$ cat config.mk
export PLATFORM = sky130hd
export DESIGN_NAME = mcast_bus_driver
export DESIGN_NICKNAME = d
export VERILOG_FILES = /design/src/rtl/mcast_pkg.sv /design/src/rtl/mcast_bus_driver_slot.sv /design/src/rtl/mcast_bus_driver.sv
export SDC_FILE = /design/constraint.sdc
export NUM_CORES = 1
export LEC_CHECK = 0
export ABC_AREA = 1
export CORE_MARGIN = 2
export CORE_UTILIZATION = 49
export CTS_BUF_LIST = sky130_fd_sc_hd__clkbuf_16
export DETAILED_ROUTE_END_ITERATION = 8
export PLACE_DENSITY_LB_ADDON = 0.25
export SLEW_MARGIN = 30
export SYNTH_ARGS = -nofsm -noshare
export SYNTH_HDL_FRONTEND = slang
export SYNTH_SLANG_ARGS = --single-unit
$ cat constraint.sdc
create_clock -name clk -period 2.89 [get_ports clk]
set_input_delay 0.578 -clock clk [delete_from_list [all_inputs] [get_ports clk]]
set_output_delay 0.578 -clock clk [all_outputs]
set_load 0.03 [all_outputs]
$ cat src/rtl/mcast_pkg.sv
// Shared types and constants for the MultiCaster bus driver.
// Holds the FSM state encoding, CASTER_EN bit positions and the psum width rule.
package mcast_pkg;

    typedef enum logic [2:0] {
        ST_IDLE  = 3'd0,
        ST_LOAD  = 3'd1,
        ST_ISSUE = 3'd2,
        ST_WAIT  = 3'd3,
        ST_RESP  = 3'd4
    } state_t;

    localparam int EN_WIDTH = 3;
    localparam int EN_IFMAP = 0;
    localparam int EN_FLTR  = 1;
    localparam int EN_PSUM  = 2;

    // A psum carries a full product, so it is twice the operand width.
    function automatic int psum_width(input int data_width);
        return 2 * data_width;
    endfunction

endpackage

$ cat src/rtl/mcast_bus_driver_slot.sv
// One-word holding register for a valid/ready stream.
// It accepts a word only while enabled and empty, and empties on clear.
module stream_hold_slot #(
    parameter int WIDTH = 16
) (
    input  logic             clk,
    input  logic             rstn,
    input  logic             en,
    input  logic             clear,
    input  logic             valid,
    input  logic [WIDTH-1:0] data,
    output logic             ready,
    output logic             fill,
    output logic             full,
    output logic [WIDTH-1:0] dout
);

    logic             full_reg;
    logic [WIDTH-1:0] data_reg;

    assign ready = en && !full_reg;
    assign fill  = valid && ready;
    assign full  = full_reg;
    assign dout  = data_reg;

    // The word itself is kept after clear so the caster-side outputs never glitch.
    always_ff @(posedge clk or negedge rstn) begin
        if (!rstn) begin
            full_reg <= 1'b0;
            data_reg <= '0;
        end else begin
            if (clear) begin
                full_reg <= 1'b0;
            end else if (fill) begin
                full_reg <= 1'b1;
            end
            if (fill) begin
                data_reg <= data;
            end
        end
    end

endmodule

$ cat src/rtl/mcast_bus_driver.sv
// Bus-side initiator for the three-stream MultiCaster: gathers ifmap/filter/psum,
// issues them to the caster, waits for the result and returns it to the psum buffer.
module mcast_bus_driver
    import mcast_pkg::*;
#(
    parameter int DATA_WIDTH = 16,
    parameter int CNT_WIDTH  = 16
) (
    input  logic                    clk,
    input  logic                    rstn,
    input  logic                    start,
    input  logic [CNT_WIDTH-1:0]    num_ops,
    output logic                    busy,
    output logic                    done,
    output logic                    proto_err,
    input  logic                    ifmap_valid,
    output logic                    ifmap_ready,
    input  logic [DATA_WIDTH-1:0]   ifmap_data,
    input  logic                    fltr_valid,
    output logic                    fltr_ready,
    input  logic [DATA_WIDTH-1:0]   fltr_data,
    input  logic                    psum_in_valid,
    output logic                    psum_in_ready,
    input  logic [2*DATA_WIDTH-1:0] psum_in_data,
    output logic                    psum_out_valid,
    input  logic                    psum_out_ready,
    output logic [2*DATA_WIDTH-1:0] psum_out_data,
    output logic [2:0]              CASTER_EN,
    output logic [DATA_WIDTH-1:0]   ifmap_data_M2B,
    output logic [DATA_WIDTH-1:0]   fltr_data_M2B,
    output logic [2*DATA_WIDTH-1:0] psum_data_M2B,
    input  logic                    CASTER_READY,
    input  logic                    CASTER_VALID,
    input  logic [2*DATA_WIDTH-1:0] psum_data_B2M
);

    localparam int PSUM_WIDTH = psum_width(DATA_WIDTH);

    state_t                  state_reg;
    logic [CNT_WIDTH-1:0]    num_ops_reg;
    logic [CNT_WIDTH-1:0]    cnt_reg;
    logic [PSUM_WIDTH-1:0]   result_reg;
    logic [EN_WIDTH-1:0]     caster_en_reg;
    logic                    busy_reg;
    logic                    done_reg;
    logic                    psum_out_valid_reg;
    logic                    proto_err_reg;

    logic                    slot_en;
    logic                    slot_clear;
    logic                    ifmap_fill, fltr_fill, psum_fill;
    logic                    ifmap_full, fltr_full, psum_full;
    logic                    all_full_next;
    logic                    last_op;

    assign slot_en    = (state_reg == ST_LOAD);
    assign slot_clear = (state_reg == ST_ISSUE) && CASTER_READY;

    stream_hold_slot #(.WIDTH(DATA_WIDTH)) u_ifmap_slot (
        .clk   (clk),
        .rstn  (rstn),
        .en    (slot_en),
        .clear (slot_clear),
        .valid (ifmap_valid),
        .data  (ifmap_data),
        .ready (ifmap_ready),
        .fill  (ifmap_fill),
        .full  (ifmap_full),
        .dout  (ifmap_data_M2B)
    );

    stream_hold_slot #(.WIDTH(DATA_WIDTH)) u_fltr_slot (
        .clk   (clk),
        .rstn  (rstn),
        .en    (slot_en),
        .clear (slot_clear),
        .valid (fltr_valid),
        .data  (fltr_data),
        .ready (fltr_ready),
        .fill  (fltr_fill),
        .full  (fltr_full),
        .dout  (fltr_data_M2B)
    );

    stream_hold_slot #(.WIDTH(PSUM_WIDTH)) u_psum_slot (
        .clk   (clk),
        .rstn  (rstn),
        .en    (slot_en),
        .clear (slot_clear),
        .valid (psum_in_valid),
        .data  (psum_in_data),
        .ready (psum_in_ready),
        .fill  (psum_fill),
        .full  (psum_full),
        .dout  (psum_data_M2B)
    );

    // Looking at the slot contents after this edge lets LOAD finish in a single
    // cycle when every stream is already presenting a word.
    assign all_full_next = (ifmap_full || ifmap_fill)
                        && (fltr_full  || fltr_fill)
                        && (psum_full  || psum_fill);

    assign last_op = (cnt_reg == (num_ops_reg - CNT_WIDTH'(1)));

    always_ff @(posedge clk or negedge rstn) begin
        if (!rstn) begin
            state_reg          <= ST_IDLE;
            num_ops_reg        <= '0;
            cnt_reg            <= '0;
            result_reg         <= '0;
            caster_en_reg      <= '0;
            busy_reg           <= 1'b0;
            done_reg           <= 1'b0;
            psum_out_valid_reg <= 1'b0;
            proto_err_reg      <= 1'b0;
        end else begin
            done_reg <= 1'b0;
            // A result strobe is only legal while a result is outstanding.
            if (CASTER_VALID && (state_reg != ST_WAIT)) begin
                proto_err_reg <= 1'b1;
            end
            case (state_reg)
                ST_IDLE: begin
                    if (start) begin
                        if (num_ops != '0) begin
                            num_ops_reg <= num_ops;
                            cnt_reg     <= '0;
                            busy_reg    <= 1'b1;
                            state_reg   <= ST_LOAD;
                        end else begin
                            done_reg <= 1'b1;
                        end
                    end
                end
                ST_LOAD: begin
                    if (all_full_next) begin
                        caster_en_reg[EN_IFMAP] <= 1'b1;
                        caster_en_reg[EN_FLTR]  <= 1'b1;
                        caster_en_reg[EN_PSUM]  <= 1'b1;
                        state_reg               <= ST_ISSUE;
                    end
                end
                ST_ISSUE: begin
                    if (CASTER_READY) begin
                        caster_en_reg <= '0;
                        state_reg     <= ST_WAIT;
                    end
                end
                ST_WAIT: begin
                    if (CASTER_VALID) begin
                        result_reg         <= psum_data_B2M;
                        psum_out_valid_reg <= 1'b1;
                        state_reg          <= ST_RESP;
                    end
                end
                ST_RESP: begin
                    if (psum_out_ready) begin
                        psum_out_valid_reg <= 1'b0;
                        if (last_op) begin
                            busy_reg  <= 1'b0;
                            done_reg  <= 1'b1;
                            state_reg <= ST_IDLE;
                        end else begin
                            cnt_reg   <= cnt_reg + CNT_WIDTH'(1);
                            state_reg <= ST_LOAD;
                        end
                    end
                end
                default: begin
                    caster_en_reg      <= '0;
                    busy_reg           <= 1'b0;
                    psum_out_valid_reg <= 1'b0;
                    state_reg          <= ST_IDLE;
                end
            endcase
        end
    end

    assign busy           = busy_reg;
    assign done           = done_reg;
    assign proto_err      = proto_err_reg;
    assign CASTER_EN      = caster_en_reg;
    assign psum_out_valid = psum_out_valid_reg;
    assign psum_out_data  = result_reg;

endmodule

# After elaboration in Yosys (flattened, before gate mapping)
# Index checks and enable logic that the tools add are counted.
dict set report totals {
  regBits 141
  latchBits 0
  ram_bits 0
  romBits 0
  in_bits 121
  memories 0
}
dict set report op_classes {
  addsub 2
  mul 0
  div 0
  order_cmp 0
  n_eq_ne 14
  n_shift 0
  mux 35
  bitwise_logic 3
  n_reduce_logical 32
}
# operator count
set ops {}
lappend ops {{$mux W16} 4}
lappend ops {{$pmux W16 S2} 1}
lappend ops {{$mux W3} 8}
lappend ops {{$mux W1} 17}
lappend ops {{$add A16 B1 Y16 const B} 1}
lappend ops {{$eq A16 B16 Y1} 1}
lappend ops {{$ne A2 B2 Y1 const B} 8}
lappend ops {{$reduce_bool A16 Y1} 1}
lappend ops {{$sub A16 B1 Y16 const B} 1}
lappend ops {{$pmux W3 S5} 1}
lappend ops {{$logic_and A1 B1 Y1} 10}
lappend ops {{$reduce_and A5 Y1} 2}
lappend ops {{$pmux W3 S3} 1}
lappend ops {{$reduce_and A3 Y1} 3}
lappend ops {{$reduce_or A3 Y1} 3}
lappend ops {{$reduce_bool A2 Y1} 4}
lappend ops {{$eq A3 B2 Y1 const B} 2}
lappend ops {{$pmux W1 S3} 2}
lappend ops {{$reduce_and A6 Y1} 1}
lappend ops {{$eq A3 B1 Y1 const B} 1}
lappend ops {{$eq A3 B3 Y1 const B} 1}
lappend ops {{$logic_not A1 Y1} 3}
lappend ops {{$logic_not A3 Y1} 1}
lappend ops {{$logic_or A1 B1 Y1} 3}
lappend ops {{4 further kinds} 6}

# Depth between registers and ports, before layout
# Gate-level depths: netlist of the first run.
dict set report logic_depth {
  depth_word 8
  mapped_depth 18
  depth_no_buf 17
}

# Hierarchy
# A second synthesis of the first run with hierarchy kept.
dict set report unflattened {
  hier_cells 841
  hier_area_um2 7233.2
}
# mod instances cells_per_inst area_per_inst_um2 seq_area_each_um2
set by_module_without_submodules {}
lappend by_module_without_submodules {mcast_bus_driver 1 535 4360.4 1801.7}
lappend by_module_without_submodules {{stream_hold_slot (u_fltr_slot ...)} 2 78 735.7 425.4}
lappend by_module_without_submodules {{stream_hold_slot (u_psum_slot)} 1 150 1401.3 825.8}

# Least setup slack after synthesis of the first run
# No wires, ideal clock.
dict set report synth_timing {
  path_type {reg2reg}
  start {reg num_ops_reg[0]}
  end {reg cnt_reg[8]}
  setup_ns 0.117
  arrival_time_ns 1.823
  path_slack_ns 0.951
  stages_incl_launch_ff 17
  n_path_buf 1
  cell_sequence {dfrtp_1 -> inv_2 -> ha_1 -> nand2_4 -> nor2_4 -> nand2_1 -> nand3_1 -> nand2_1 -> nor2_1 -> nand2_1 -> nor2_1 -> nand2_1 -> nand2_2 -> nand2_4 -> buf_2 -> nand3_1 -> nand2_1}
}
dict set report synth_between {
  elab_chain_len 4
}
# item line_no
set synth_lines {}
lappend synth_lines {{start, declared} mcast_bus_driver.sv:40} ;# logic [CNT_WIDTH-1:0] num_ops_reg;
lappend synth_lines {{start signal, assigned} mcast_bus_driver.sv:127} ;# num_ops_reg <= num_ops;
lappend synth_lines {{$sub A16 B1 Y16} mcast_bus_driver.sv:104} ;# assign last_op = (cnt_reg == (num_ops_reg - CNT_WIDTH'(1)));
lappend synth_lines {{$eq A16 B16 Y1} mcast_bus_driver.sv:104}
lappend synth_lines {{$ne A2 B2 Y1 (no line)} --}
lappend synth_lines {{$reduce_and A5 Y1 (no line)} --}
lappend synth_lines {{end signal, assigned} mcast_bus_driver.sv:165} ;# cnt_reg <= cnt_reg + CNT_WIDTH'(1);
lappend synth_lines {{end, declared} mcast_bus_driver.sv:41} ;# logic [CNT_WIDTH-1:0] cnt_reg;
# No other way between the ends.
# A chain may end at the register's enable or synchronous reset.

# Worst setup path after layout of the first run
dict set report layout_timing {
  start {reg state_reg[2]}
  end {out ifmap_ready}
}
dict set report layout_between {
  elab_chain_len 2
}
# item line_no
set layout_lines {}
lappend layout_lines {{start, declared} mcast_bus_driver.sv:39} ;# state_t state_reg;
lappend layout_lines {{start signal, assigned} mcast_bus_driver.sv:108} ;# state_reg <= ST_IDLE;
lappend layout_lines {{start signal, assigned} mcast_bus_driver.sv:130} ;# state_reg <= ST_LOAD;
lappend layout_lines {{start signal, assigned} mcast_bus_driver.sv:141} ;# state_reg <= ST_ISSUE;
lappend layout_lines {{$eq A3 B1 Y1} mcast_bus_driver.sv:56} ;# assign slot_en = (state_reg == ST_LOAD);
lappend layout_lines {{$logic_and A1 B1 Y1} mcast_bus_driver_slot.sv:21} ;# assign ready = en && !full_reg;
lappend layout_lines {{end, declared} mcast_bus_driver.sv:17} ;# output logic ifmap_ready,
# No other way between the ends.

==> flow_metrics.py, run 1 <==
metrics = {
    "flow_run": {
        "cap_viol_max_count": 0,
    },
    "cts": {
        "cts.sinks": 139,
        "cts_tree": "built",
        "cts_max_path_buffers": 2,
        "clkTransAtPathRegs_ps": 60,
        "cts_setup_buffers": 0,
        "clockRootBuffer": "clkbuf_16",
        "htree_levels": 4,
        "cts_resized": 0,
        "clock_latency_ps": 420,
        "numCtsBuffers": 17,
        "cts-hold-fix-buffers": 0,
    },
    "run_status": {
        "status": "completed",
    },
    "synth": {
        "synth_area_per_cell_um2": 8.53,
        "synth-warning-count": 0,
        "syn-num-nets": 902,
        "ys_seq_area_frac": 0.523,
        "ys_types": 38,
        "synth_area_mm2": 0.00665,
        "ys_ff_latch": 139,
        "syn_inst": 779,
    },
    "timing": {
        "clock-skew-final_ps": 7.26,
        "post-route-min-period_ps": 2610,
        "setup_viol": 0,
        "drv_slew": 0,
        "worstMarginPinSlew_ps": 948,
        "slew_headroom": 0.368,
        "rsz0062_at_grt": "no",
        "hold_viol": 0,
        "finalWorstSetupSlack_ps": 281,
        "timing.fmax_mhz": 383,
        "post-route-period-util": 0.903,
        "finalSetupTns_ps": 0,
    },
    "grt": {
        "antenna_found_initial": 0,
        "grt_pass1_vias": 5875,
        "grt_usage": 0.260,
        "grt_overflow": 0,
        "grt_max_degree": 60,
        "grt_pass1_wl_um": 29400,
    },
    "routing": {
        "drt-vias-per-instance": 4.87,
        "drt_iter0_markers": 355,
        "wire_per_inst_um": 15.1,
        "dr.pass1.iters": 4,
        "drt-total-wl_um": 18100,
        "drc": 0,
        "ant_nets": 0,
        "vias": 5825,
    },
    "floorplan": {
        "die_w_um": 120,
        "initial_core_util": 0.502,
        "dieArea_mm2": 0.0145,
        "core_mm2": 0.0132,
        "rows": 42,
        "io_pins": 227,
        "die_h_um": 120,
    },
    "power_and_ir_drop": {
        "swShare": 0.420,
        "p_sw_w": 0.00451,
        "power_frac_clock": 0.199,
        "seqPwrFrac": 0.308,
        "combinationalPowerShare": 0.493,
        "power.internal_w": 0.00623,
        "leakage_nw": 4.56,
        "ir_drop_v": 0.000693,
        "power_density_mw_per_mm2": 1110,
    },
    "placement": {
        "portBuffers": 226,
        "place_hpwl_um": 13400,
        "dp_slack_ps": 49.2,
        "gp_congestion": 0.889,
    },
    "hold_path": {
        "hp-class": "primary input to async pin",
    },
    "worst_setup_path": {
        "cp.arrival_ps": 2030,
        "critPathLaunchType": "flip-flop",
        "required_ps": 2310,
        "crit_path_end_kind": "output pin",
        "crit_slowest_cell": "clkdlybuf4s50_1",
        "cp_cell_sequence": "inv_1, nand3_2, nor2_1, clkdlybuf4s50_1",
        "crit_path_max_fanout": 9,
        "worst-setup-path-type": "flip-flop to output pin",
        "slowest_delay_ps": 710,
    },
    "layout": {
        "n_fill_cell": 998,
        "areaGrowthSynthToFinish_pct": 45.6,
        "drive_gt1_frac": 0.105,
        "num_antenna_cells": 0,
        "fin_nets": 1132,
        "fin_util": 0.731,
    },
}
path summary, 6_finish.rpt:
check	from	end	slack, ps	depth (start not counted)
min	rstn	u_fltr_slot.dout[13]	120	1
max reg2reg	num_ops_reg[0]	cnt_reg[12]	520	16
max	state_reg[2]	ifmap_ready	280	4
min in group clk	proto_err	proto_err	460	1
max in group asynchronous	rstn	cnt_reg[9]	2040	2
min reg2reg	proto_err	proto_err	460	1
synthesized netlist by cell type, drive strengths merged:
cell	instances	area share
or2	1	0.00094
xnor2	8	0.011
o22ai	2	0.0019
clkinv	1	0.00056
nand2	322	0.19
o21ai	20	0.015
ha	2	0.0038
clkbuf	17	0.0098
xor2	18	0.024
nor3	10	0.0083
nand3	42	0.033
nor3b	2	0.0030
a21oi	4	0.0036
nor2	73	0.047
o21bai	1	0.0011
dfrtp	139	0.52
buf	7	0.0083
and3	1	0.00094
a21o	1	0.0011
inv	53	0.030
nor4	3	0.0028
mux2	38	0.064
nand4	6	0.0056
o211ai	1	0.0011
xnor3	1	0.0034
nand3b	6	0.0068
critical path: cells and delay by family, from the launching register on:
kind	cells	cell delay (ps)
DFF	1	410
buffers and inverters	2	840
and+or+nand+nor	2	360
power by group through the flow:
stage          Sequential (W)  Combinational (W)  Clock, W
2_1_floorplan         0.00451            0.00200         0
3_5_place_dp          0.00331            0.00531         0
4_1_cts               0.00331            0.00534   0.00218
6_report              0.00331            0.00530   0.00214
3_3_place_gp          0.00329            0.00526         0
5_1_grt               0.00341            0.00570   0.00226
cell usage in the layout (no fill, tap or decap), types with 2 or more instances in the layout:
cell	count
nand3b_1	6
o21ai_0	20
bufinv_16	3
nand2_4	3
inv_1	54
o22ai_1	2
clkinv_2	2
nor2_2	5
nor3_2	2
xor2_1	18
clkinv_1	3
buf_4	8
nand2_2	13
clkdlybuf4s50_1	225
nand2_1	306
xnor2_1	8
nand4_1	6
nor4_1	3
nor2_4	3
a21oi_1	3
clkinvlp_4	3
nor2_1	65
ha_1	2
clkbuf_16	17
nand3_1	40
nor3_1	8
mux2_2	38
nand3_2	2
dfrtp_1	139
layout make-up:
type / count / area [µm²] / area share
clock inverter: 14 / 155 / 0.0160
tap: 176 / 220 / 0.0228
timing repair buffer: 235 / 2340 / 0.242
inverter: 54 / 203 / 0.0210
clock buffer: 17 / 425 / 0.0440
multi-input combinational: 562 / 2850 / 0.294
sequential: 139 / 3480 / 0.360
per-stage QoR:
step	hold WS, ps	power, W	cell area (µm²)	cells
after floorplan	282	0.00651	6650	779
final	116	0.0107	9670	1197
after CTS	136	0.0108	9670	1197
after detailed placement	444	0.00863	9090	1166
after global routing	149	0.0114	9670	1197
after global placement	444	0.00855	9090	1166
logic make-up (layout without fill, tap and decap cells):
| family | count (synthesis) | count (layout) | synth area share |
|---|---|---|---|
| mux | 38 | 38 | 0.0644 |
| fa+ha+maj | 2 | 2 | 0.00377 |
| compound gates | 29 | 29 | 0.0239 |
| xor+xnor | 27 | 27 | 0.0377 |
| buf+inv | 78 | 320 | 0.0486 |
| simple gates | 466 | 466 | 0.298 |
| flops | 139 | 139 | 0.523 |
per-layer routing:
metal,track usage,wire (µm),vias to the layer above
li1,-,-,2910
met1,0.309,7150,2704
met2,0.437,9080,181
met3,0.0962,1430,30
met4,0.0843,401,0
met5,0,0,-
(Power assumes the default switching activity.)
==> inputs of run 2 (changes only) <==
--- a/config.mk
+++ b/config.mk
@@ -11,7 +11,6 @@
 export CTS_BUF_LIST = sky130_fd_sc_hd__clkbuf_16
 export DETAILED_ROUTE_END_ITERATION = 8
 export PLACE_DENSITY_LB_ADDON = 0.25
-export SLEW_MARGIN = 30
 export SYNTH_ARGS = -nofsm -noshare
 export SYNTH_HDL_FRONTEND = slang
 export SYNTH_SLANG_ARGS = --single-unit
==> results of run 2 <==
No change in the layout: final DEF, timing and power equal those of run 1.
